===== src/rtl/gray_hex_display.sv =====
// Gray-code capture, Gray-to-binary conversion and multiplexed common-anode hex display driver.
// Optional leading-zero blanking when GRAY_HEX_BLANK_LZ_EN is defined.
module gray_hex_display #(
    parameter int unsigned N            = 8,
    parameter int unsigned REFRESH_DIV  = 50000,
    parameter int unsigned BLANK_CYCLES = 16,
    localparam int unsigned DIGITS      = (N + 3) / 4
) (
    input  logic              clk,
    input  logic              rst,
    input  logic [N-1:0]      gray_in,
    input  logic              gray_valid,
    output logic [6:0]        seg,
    output logic              dp,
    output logic [DIGITS-1:0] an
);

    localparam int unsigned PW   = DIGITS * 4;
    localparam int unsigned CMAX = (REFRESH_DIV > BLANK_CYCLES) ? REFRESH_DIV : BLANK_CYCLES;
    localparam int unsigned CW   = $clog2(CMAX);
    localparam int unsigned DW   = (DIGITS > 1) ? $clog2(DIGITS) : 1;
    localparam logic [6:0]  SEG_OFF = 7'h7F;

    typedef enum logic {SCAN = 1'b0, BLANK = 1'b1} state_t;

    state_t            state, state_d;
    logic [CW-1:0]     cnt, cnt_d;
    logic [DW-1:0]     digit, digit_d;
    logic [N-1:0]      value, value_d;
    logic [DIGITS-1:0] an_d;
    logic [6:0]        seg_d;

    logic [N-1:0]      bin_c;
    logic [PW-1:0]     padded_c;
    logic [3:0]        nib_c [DIGITS];
    logic [6:0]        glyph_c;

    // Active-low gfedcba font
    function automatic logic [6:0] hex7(input logic [3:0] h);
        case (h)
            4'h0: hex7 = 7'b1000000;
            4'h1: hex7 = 7'b1111001;
            4'h2: hex7 = 7'b0100100;
            4'h3: hex7 = 7'b0110000;
            4'h4: hex7 = 7'b0011001;
            4'h5: hex7 = 7'b0010010;
            4'h6: hex7 = 7'b0000010;
            4'h7: hex7 = 7'b1111000;
            4'h8: hex7 = 7'b0000000;
            4'h9: hex7 = 7'b0010000;
            4'hA: hex7 = 7'b0001000;
            4'hB: hex7 = 7'b0000011;
            4'hC: hex7 = 7'b1000110;
            4'hD: hex7 = 7'b0100001;
            4'hE: hex7 = 7'b0000110;
            default: hex7 = 7'b0001110;
        endcase
    endfunction

    // Each binary bit is the XOR of all Gray bits at or above it
    always_comb begin
        bin_c = '0;
        for (int i = 0; i < int'(N); i++) begin
            bin_c[i] = ^(gray_in >> i);
        end
    end

    always_comb begin
        padded_c = PW'(value);
        for (int k = 0; k < int'(DIGITS); k++) begin
            nib_c[k] = padded_c[k*4 +: 4];
        end
    end

`ifdef GRAY_HEX_BLANK_LZ_EN
    logic [DIGITS-1:0] lz_c;
    logic              hz;

    // lz_c[k]: nibble k and every nibble above it are zero
    always_comb begin
        hz   = 1'b1;
        lz_c = '0;
        for (int k = int'(DIGITS) - 1; k >= 0; k--) begin
            hz      = hz & (nib_c[k] == 4'h0);
            lz_c[k] = hz;
        end
    end

    always_comb begin
        glyph_c = hex7(nib_c[digit]);
        if ((digit != '0) && lz_c[digit]) begin
            glyph_c = SEG_OFF;
        end
    end
`else
    always_comb begin
        glyph_c = hex7(nib_c[digit]);
    end
`endif

    // Next-state and next-output logic; scan timing is independent of gray_valid
    always_comb begin
        state_d = state;
        cnt_d   = cnt + CW'(1);
        digit_d = digit;
        value_d = value;
        an_d    = '1;
        seg_d   = SEG_OFF;

        if (gray_valid) begin
            value_d = bin_c;
        end

        case (state)
            SCAN: begin
                an_d  = ~(DIGITS'(1) << digit);
                seg_d = glyph_c;
                if (cnt == CW'(REFRESH_DIV - 1)) begin
                    cnt_d   = '0;
                    state_d = BLANK;
                end
            end
            BLANK: begin
                if (cnt == CW'(BLANK_CYCLES - 1)) begin
                    cnt_d   = '0;
                    digit_d = (digit == DW'(DIGITS - 1)) ? '0 : digit + DW'(1);
                    state_d = SCAN;
                end
            end
            default: begin
                cnt_d   = '0;
                state_d = SCAN;
            end
        endcase
    end

    always_ff @(posedge clk or posedge rst) begin
        if (rst) begin
            state <= SCAN;
            cnt   <= '0;
            digit <= '0;
            value <= '0;
            an    <= '1;
            seg   <= SEG_OFF;
            dp    <= 1'b1;
        end else begin
            state <= state_d;
            cnt   <= cnt_d;
            digit <= digit_d;
            value <= value_d;
            an    <= an_d;
            seg   <= seg_d;
            dp    <= 1'b1;
        end
    end

endmodule


===== config.mk =====
export PLATFORM = sky130hd
export DESIGN_NAME = gray_hex_display
export DESIGN_NICKNAME = d
export VERILOG_FILES = /design/src/rtl/gray_hex_display.sv
export SDC_FILE = /design/constraint.sdc
export NUM_CORES = 1
export LEC_CHECK = 0
export ABC_AREA = 1
export CORE_ASPECT_RATIO = 1.75
export CORE_MARGIN = 2
export CORE_UTILIZATION = 48
export DETAILED_ROUTE_END_ITERATION = 16
export PLACE_DENSITY = 0.72
export SLEW_MARGIN = 20
export SYNTH_ARGS = -nofsm -noshare
export SYNTH_HDL_FRONTEND = slang
export SYNTH_SLANG_ARGS = --single-unit

===== constraint.sdc =====
create_clock -name clk -period 1.7 [get_ports clk]
set_clock_uncertainty 0.15 [all_clocks]
set_input_delay 0.34 -clock clk [delete_from_list [all_inputs] [get_ports clk]]
set_output_delay 0.34 -clock clk [all_outputs]
set_load 0.05 [all_outputs]

==> impl_metrics.csv <==
group,metric,value,unit
final_layout,final_layout_size_suffix_gt1_share,18.5,%
synth,synth_area_leaders,"dfrtp_1, nand2_1, dfstp_2",
floorplanning,io_pins,21,
placement,port_buffers,19,
synth,async_flop_share,100,%
grt,grt.total_usage,19.0,%
setup_path,crit_required,1770,ps
clock_tree,cts_tree,"yes",
synth,netlist_area,2130,um^2
status,status,"finished clean",
timing,min_period,1620,ps
setup_path,cp-startpoint,"digit$_DFFE_PP0P_",
setup_path,path_class,"reg2reg",
pwr,power_density,918,nW/um^2
route,viasPerCell,4.93,
setup_path,endpoint_kind,"flip-flop",
setup_path,crit_fanout,5,
synth,syn_nets,317,
grt,grt_pass1_vias,1834,
pwr,vdd_ir_drop_max,0.750,mV
synth,synth-edff-count,0,
floorplanning,core,4320,um^2
final_layout,n_fill_cell,380,
timing,maxSlewViolCount,0,
floorplanning,die_width,54.3,um
clock_tree,cts.sinks,35,
timing,post-route-period-util,95.3,%
clock_tree,clkSlewWorstSetupHoldPaths,70,ps
grt,antenna_found_initial,0,
synth,synth.most_common_cell,"nand2_1",
timing,hold_viol_final,0,
floorplanning,dieArea,5000,um^2
setup_path,cp_data_arrival_time,1690,ps
clock_tree,clock_latency,290,ps
route,num_vias,1872,
job,maxCapViolCount,0,
floorplanning,initial_core_util,49.2,%
synth,ys_types,28,
setup_path,startpoint_type,"flip-flop",
route,drt_pre_antenna_iters,4,
synth,avgSynthCellArea,7.11,um^2
route,wl_per_cell,10.6,um
route,drc,0,
route,ant_nets,0,
pwr,leakagePower,1.36,nW
grt,grt-ovfl-total,0,
timing,final-setup-viol-count,0,
synth,yosys_register_bits,35,
synth,synth_top_area_share,30.6,%
timing,rsz0062_at_grt,"yes",
synth,postSynthCellCount,299,
final_layout,finalCoreUtilization,61.5,%
grt,grt_max_degree,36,
clock_tree,h-tree-depth,2,
synth,synth_seq_area_share,41.7,%
grt,grt_pass1_wl,7220,um
synth,synth_ff_type,"dfrtp_1",
synth,yosysTopAreaCell,"dfrtp_1",
final_layout,fin_cells,380,
final_layout,fin_nets,346,
synth,yosysWarningCount,0,
timing,fmax,617,MHz
floorplanning,fp.dieH,92.0,um
route,drtIter0Drc,24,
setup_path,r2r_start,"digit$_DFFE_PP0P_",
placement,gp_congestion,0.902,
placement,placedCellCount,369,
worst_hold_path,holdCritPathClass,"in2async",
final_layout,diodes,0,
clock_tree,clockRootBuffer,"clkbuf_8",
clock_tree,cts_buffer_depth,2,
route,drt_wl_total,4040,um
synth,ys_top_cells_by_count,"nand2_1, inv_1, nor2_1",
final_layout,areaGrowthSynthToFinish,25.0,%
clock_tree,cts_buffers,5,
placement,place_hpwl,3090,um
clock_tree,postCtsHoldBufs,0,
floorplanning,fp-row-count,32,
==> through the flow <==
step                      hold WS, ps  area, um^2  TNS (ps)  total power, W  setup WS, ps
after floorplan                   299        2130         0         0.00138           138
after global placement            314        2480         0         0.00165          34.9
after detailed placement          324        2480    -0.596         0.00166        -0.596
after CTS                         252        2610         0         0.00243          1.51
after global routing              263        2660     -62.3         0.00255         -26.7
final                             244        2660         0         0.00244          80.4
==> worst max-delay path, cell delays in order (launching register included) <==
cell and delay [ps]:
dfrtp_2 440, buf_4 150, nand2_1 50, nand2_1 70
buf_4 160, ha_1 220, nand2_2 100, o21ai_1 70
nand2_1 70, nand3_1 70
==> state kept, by name (all words and copies together), names as in the netlist <==
name	cells
seg	7
cnt	16
padded_c	8
an	2
digit	1
state	1
==> area by class of cell <==
type | instances | area (um^2) | share of cell area [%]
Multi-Input combinational cell | 222 | 1080 | 40.8
Sequential cell | 35 | 888 | 33.4
Timing Repair Buffer | 28 | 360 | 13.6
Inverter | 36 | 135 | 5.08
Clock buffer | 7 | 119 | 4.47
Tap cell | 51 | 63.8 | 2.40
Clock inverter | 1 | 7.51 | 0.282
==> path summary, 6_finish.rpt <==
kind                                      endpoint  slack (ps)  cells past startpoint
hold reg to reg                    an[1]$_DFF_PP1_         320                      1
min in group clk                   an[1]$_DFF_PP1_         320                      1
max in group asynchronous         seg[0]$_DFF_PP1_         920                      3
setup / recovery                  seg[6]$_DFF_PP1_          80                      9
hold / removal             padded_c[7]$_DFFE_PP0P_         240                      3
setup reg to reg                  seg[6]$_DFF_PP1_          80                      9
==> placed cells by master, fill, tap and decap left out, types with 3 or more instances in the layout <==
master           instances
nor2_2                   5
ha_1                     5
inv_2                    6
buf_4                    8
o21ai_1                  5
clkbuf_8                 5
xnor2_1                  3
o21ai_0                  4
nand3_1                 24
nand3_2                  4
nand2_1                119
dfrtp_1                 25
inv_1                   30
nand2_2                  4
buf_12                  10
nor2_1                  28
clkdlybuf4s50_1         10
xor2_1                   7
dfstp_2                  9
==> logic make-up after synthesis <==
group           Yosys count  share of synthesized area [%]
other cells               1                          0.176
compound gates           17                           4.65
flops                    35                           41.7
buf+inv                  42                           8.42
fa+ha+maj                 7                           4.12
simple gates            187                           36.8
xor+xnor                 10                           4.12
==> routing by layer <==
metal	vias up	GRT usage [%]	wire (um)
met2	28	35.5	2420
met5	-	0	0
met3	6	3.09	86
met1	872	18.8	1460
li1	966	-	-
met4	0	8.75	72
==> what timing repair did <==
action / in CTS / in global routing
resized for setup: 1 / 11
pin swaps: 0 / 4
setup buffers: 0 / 3
setup endpoints to repair: 1 / 12
==> report_power, final <==
part	switching, W	internal [W]	total, W
Sequential	0.0000478	0.000932	0.000979
Clock	0.000308	0.000466	0.000774
Combinational	0.000387	0.000299	0.000686
(Power assumes the default switching activity.)
